$ cat config.mk
export PLATFORM = sky130hd
export DESIGN_NAME = if_stage
export DESIGN_NICKNAME = d
export VERILOG_FILES = /design/src/rtl/if_stage.sv
export SDC_FILE = /design/constraint.sdc
export NUM_CORES = 1
export LEC_CHECK = 0
export CORE_ASPECT_RATIO = 0.75
export CORE_UTILIZATION = 40
export CTS_CLUSTER_SIZE = 8
export DETAILED_ROUTE_END_ITERATION = 8
export GPL_TIMING_DRIVEN = 0
export MAX_ROUTING_LAYER = met4
export PLACE_DENSITY = 0.72
export SETUP_SLACK_MARGIN = 0.1
export SYNTH_ARGS = -nofsm -noshare
export SYNTH_HDL_FRONTEND = slang
export SYNTH_SLANG_ARGS = --single-unit
$ cat constraint.sdc
create_clock -name clk -period 2.95 [get_ports clk]
set_clock_uncertainty 0.1 [all_clocks]
set_input_delay 0.59 -clock clk [delete_from_list [all_inputs] [get_ports clk]]
set_output_delay 0.59 -clock clk [all_outputs]
set_load 0.02 [all_outputs]
$ cat src/rtl/if_stage.sv
// Instruction-fetch stage: drives a 1-cycle-latency instruction memory and loads the IF/ID register.
// Handles decode stalls, branch/jump redirects with flush, and misaligned-target exceptions.
module if_stage #(
    parameter logic [31:0] RESET_PC = 32'h0000_0000,
    parameter logic [31:0] NOP      = 32'h0000_0013
) (
    input  logic        clk,
    input  logic        rst,
    input  logic        stall_i,
    input  logic        redirect_i,
    input  logic [31:0] redirect_pc_i,
    output logic        imem_en_o,
    output logic [31:0] imem_addr_o,
    input  logic [31:0] imem_rdata_i,
    output logic [31:0] pc_out,
    output logic [31:0] inst,
    output logic        valid_o,
    output logic        exc_misalign_o
);

    typedef enum logic [1:0] {BOOT, RUN, HALT} state_t;

    state_t      state_reg;
    logic [31:0] pc_f_reg;
    logic        rsp_v_reg;
    logic [31:0] pc_out_reg;
    logic [31:0] inst_reg;
    logic        valid_reg;
    logic        exc_reg;
    logic        target_aligned;
    logic [31:0] pc_f_plus4;

    assign target_aligned = (redirect_pc_i[1:0] == 2'b00);
    assign pc_f_plus4     = pc_f_reg + 32'd4;

    assign pc_out         = pc_out_reg;
    assign inst           = inst_reg;
    assign valid_o        = valid_reg;
    assign exc_misalign_o = exc_reg;

    // Memory request is combinational so a redirect target is fetched in the same cycle.
    always_comb begin
        imem_en_o   = 1'b0;
        imem_addr_o = pc_f_reg;
        if (rst) begin
            imem_en_o = 1'b0;
        end else if (redirect_i) begin
            imem_en_o = target_aligned;
            if (target_aligned)
                imem_addr_o = redirect_pc_i;
        end else begin
            case (state_reg)
                BOOT: begin
                    imem_en_o   = 1'b1;
                    imem_addr_o = RESET_PC;
                end
                RUN: begin
                    imem_en_o   = 1'b1;
                    // While stalled, re-present the same read so its data is fresh on release.
                    imem_addr_o = stall_i ? pc_f_reg : pc_f_plus4;
                end
                default: begin
                    imem_en_o = 1'b0;
                end
            endcase
        end
    end

    always_ff @(posedge clk) begin
        if (rst) begin
            state_reg  <= BOOT;
            pc_f_reg   <= RESET_PC;
            rsp_v_reg  <= 1'b0;
            pc_out_reg <= 32'h0000_0000;
            inst_reg   <= NOP;
            valid_reg  <= 1'b0;
            exc_reg    <= 1'b0;
        end else if (redirect_i) begin
            pc_out_reg <= redirect_pc_i;
            inst_reg   <= NOP;
            if (target_aligned) begin
                valid_reg <= 1'b0;
                exc_reg   <= 1'b0;
                pc_f_reg  <= redirect_pc_i;
                rsp_v_reg <= 1'b1;
                state_reg <= RUN;
            end else begin
                // The exception rides down the pipe as a valid entry; fetch stops until redirected.
                valid_reg <= 1'b1;
                exc_reg   <= 1'b1;
                rsp_v_reg <= 1'b0;
                state_reg <= HALT;
            end
        end else begin
            case (state_reg)
                BOOT: begin
                    rsp_v_reg <= 1'b1;
                    state_reg <= RUN;
                end
                RUN: begin
                    if (!stall_i) begin
                        pc_out_reg <= pc_f_reg;
                        inst_reg   <= rsp_v_reg ? imem_rdata_i : NOP;
                        valid_reg  <= rsp_v_reg;
                        exc_reg    <= 1'b0;
                        pc_f_reg   <= pc_f_plus4;
                        rsp_v_reg  <= 1'b1;
                    end
                end
                default: begin
                    if (!stall_i) begin
                        inst_reg  <= NOP;
                        valid_reg <= 1'b0;
                        exc_reg   <= 1'b0;
                    end
                end
            endcase
        end
    end

endmodule

==> impl_results.md <==
* Outcome: complete, but fails checks
* Failing checks: negative setup slack
* Kind of start point of the critical path: register
* Remaining global-route overflow at 0
* Count of input and output buffers at 165
* Via count at 6100
* Multiplexer share of the synthesized area at 1.10%
* Routed wire length on met3 at 1760 um
* Register area share after synthesis at 40.6%
* Netlist area before placement at roughly 0.0050 mm2
* Floorplan die area at 0.0129 mm2
* Final Slew Violations at 0
* Fraction of final layout cells sized beyond drive strength 1 at 24.4%
* Number of levels the H-tree was split into at 3
* Unrepaired setup endpoints after global routing: yes
* Row count at 34
* Net total in the final layout at around 930
* Global-route wire length before repair at 29800 um
* Arrival time at the worst endpoint at 2.42 ns
* Effective utilization at floorplan at 42.0%
* Category of the worst setup path capture point: output port
* Total wire length after detailed routing at 19800 um
* Transition at the pin with the smallest max-transition slack at 0.627 ns
* First-pass DRT Iterations at 6
* Layout area overhead at 62.4%
* Dominant combinational cell family by area after synthesis: compound AO/OA/AOI/OAI gates
* Minimum period implied by the final worst setup slack at around 3.1 ns
* DRC violation count after routing at 0
* Final cycle utilization of the critical path at 105%
* Routed wire length per instance at around 19 um
* Mean number of vias per cell at between 5 and 6
* Core area at approximately 0.012 mm2
* Worst VDD drop at 314 uV
* Complex-gate fraction of the synthesized area at 30.2%
* Clock slew seen by the registers of the worst setup and hold paths at 0.08 ns
* Category of the critical setup timing path: register to output port
* Max cap viols at 0
* Maximum operating frequency at approximately 0.32 GHz
* Post-synthesis share of cell area spent on full adders, half adders and majority gates at 0.251%
* # setup viols final at 7
* Number of flip-flops and latches in the synthesized netlist at 101
* Clock latency reported for the late side of the worst-skew pair at 0.36 ns
* Worst hold margin at between 0.3 and 0.4 ns
* Final total negative setup slack at -0.400 ns
* Number of antenna-violating nets in the routed design at 0
* Clock tree from TritonCTS: yes
* Slew margin rel. at between 50 and 60%
* Chip Width at around 130 um
* Vias in the first global route at 5632
* Post-synthesis simple-gate area fraction at ~22%
* Boundary pin count at 167
* Final-report hold violation count at 0
* Worst endpoint required time at between 2 and 2.5 ns
* Routability-driven placement congestion ratio at between 0.9 and 1
* Fill cell instance count of the final layout at 884
* Gate Count Post-Synth at 630
* Clock root buffer: sky130_fd_sc_hd__clkbuf_16
* Synthesis warning total at 0
* Standby leakage power at 3.27 nW
* Number of buffers between clock root and the deepest sink at 2
* Main flop type after synthesis: sky130_fd_sc_hd__dfxtp_1
* Die height at 98.7 um
* Synthesized Nets at between 600 and 700
* Met1 wire length at 8690 um
* Number of sinks handled by clock tree synthesis at 101
* Cts bufs inserted at 9
* Area share of xor/xnor cells in the synthesized design at less than 1%
* Combined global-route utilization of all metal layers at a little under a third
* Max layer used: met4
* Pin count of the biggest net entering global routing at 18
* Worst-case setup margin in the final layout at -0.161 ns
* HP Class: register to register
* Wire length on met2 at 8880 um
* Average cell area after synthesis at 7.91 um2
* Diodes inserted at 0
* Number of enable-type register cells in the synthesized netlist at 0
* Pwr per Cell Area at 426 mW/mm2
* Top fanout value on the critical path at 8
* Number of library cell types mapped by synthesis at 53
* Ys async rst share at 0%
* Number of antenna violations at the first check in global routing at 0
* Post-detail-place hpwl at 13000 um
* Number of design-rule violations left by the first detailed-router iteration at 674
[what timing repair did]
action                     in CTS  in global routing
pin swaps                      16                 21
buffers inserted               30                 19
cloned                          2                  0
resized for setup             250                 79
hold buffers                    0                  0
setup endpoints to repair      35                 30
[cell usage after synthesis, types with 9 or more instances]
cell type	instances	area [um2]
sky130_fd_sc_hd__dfxtp_1	101	2020
sky130_fd_sc_hd__a22o_1	29	254
sky130_fd_sc_hd__nor2_1	47	176
sky130_fd_sc_hd__a21oi_1	69	345
sky130_fd_sc_hd__o21ai_0	62	310
sky130_fd_sc_hd__clkbuf_1	34	128
sky130_fd_sc_hd__nand2_1	101	379
sky130_fd_sc_hd__nand3_1	18	90.1
sky130_fd_sc_hd__o311ai_0	22	193
sky130_fd_sc_hd__or4_1	9	67.6
sky130_fd_sc_hd__buf_2	11	55.1
[power breakdown]
group	internal (mW)	leakage [nW]	switching, mW
clock network	0.803	0.169	0.570
registers	1.41	0.835	0.0416
logic	0.280	2.27	0.347
total	2.49	3.27	0.959
[cell usage in the layout (no fill, tap or decap), types with 5 or more instances in the layout]
cell,instances
sky130_fd_sc_hd__a21o_1,5
sky130_fd_sc_hd__clkbuf_1,26
sky130_fd_sc_hd__or4_4,6
sky130_fd_sc_hd__inv_1,6
sky130_fd_sc_hd__a21oi_1,67
sky130_fd_sc_hd__and2_1,5
sky130_fd_sc_hd__nand3_2,8
sky130_fd_sc_hd__a22o_1,29
sky130_fd_sc_hd__nand3_1,9
sky130_fd_sc_hd__buf_2,15
sky130_fd_sc_hd__dfxtp_2,10
sky130_fd_sc_hd__clkbuf_8,6
sky130_fd_sc_hd__nor2_1,43
sky130_fd_sc_hd__o311ai_0,11
sky130_fd_sc_hd__o311ai_2,7
sky130_fd_sc_hd__nor2_4,5
sky130_fd_sc_hd__clkbuf_16,9
sky130_fd_sc_hd__dlygate4sd2_1,5
sky130_fd_sc_hd__clkdlybuf4s50_1,129
sky130_fd_sc_hd__buf_4,50
sky130_fd_sc_hd__dfxtp_1,82
sky130_fd_sc_hd__a22oi_1,6
sky130_fd_sc_hd__o21ai_0,55
sky130_fd_sc_hd__nand2_1,97
sky130_fd_sc_hd__nand4_1,8
sky130_fd_sc_hd__dfxtp_4,9
sky130_fd_sc_hd__buf_6,22
sky130_fd_sc_hd__nor3_1,5
[kinds of logic after synthesis]
| group | count (synthesis) |
|---|---|
| compound gates | 233 |
| buf+inv | 59 |
| xor+xnor | 4 |
| fa+ha+maj | 1 |
| mux | 5 |
| flops | 101 |
| simple gates | 227 |
[metrics by stage]
step	instance area, um2	util (%)	instances	setup WS (ns)	total power [mW]
floorplan	4990	-	630	0.0593	1.73
global placement	6850	57.7	957	-1.49	2.01
detailed placement	6850	57.7	957	-1.52	2.02
CTS	7760	65.3	1005	0.00561	3.41
global route	8090	68.2	1024	-0.178	3.55
finish	8090	68.2	1024	-0.161	3.45
[metal layers]
layer | vias up | track usage (%)
met2 | 392 | 45.2
met1 | 2885 | 42.3
li1 | 2775 | -
met3 | 48 | 5.86
met5 | - | -
met4 | 0 | 10.4
[critical path, stage by stage (launching register included)]
cell and delay, ns:
sky130_fd_sc_hd__dfxtp_1 0.43, sky130_fd_sc_hd__inv_1 0.15, sky130_fd_sc_hd__nor4_4 0.34, sky130_fd_sc_hd__buf_4 0.18, sky130_fd_sc_hd__nand3_4 0.12, sky130_fd_sc_hd__or4_1 0.45
sky130_fd_sc_hd__a31o_1 0.26, sky130_fd_sc_hd__buf_6 0.14
[final cells by class]
cell class                      count  area [um2]  area share (%)
Clock inverter                      5        88.8            1.10
Multi-Input combinational cell    471        3110            38.4
Buffer                             52         362            4.47
Inverter                            7        26.3           0.325
Clock buffer                       11         253            3.12
Tap cell                          162         203            2.50
Timing Repair Buffer              215        1990            24.5
Sequential cell                   101        2070            25.6
[worst paths after layout]
kind                                           startpoint               endpoint  slack (ns)  cells after the start
worst min-delay path                 inst[3]$_SDFFE_PP0P_   inst[3]$_SDFFE_PP0P_        0.38                      1
worst min register to register       inst[3]$_SDFFE_PP0P_   inst[3]$_SDFFE_PP0P_        0.38                      1
worst max register to register  state_reg[0]$_SDFFE_PP0P_  inst[14]$_SDFFE_PP0P_        0.63                      6
worst max-delay path            pc_f_reg[23]$_SDFFE_PP0N_        imem_addr_o[31]       -0.16                      7
No activity file was read; power rests on OpenSTA's default activity.
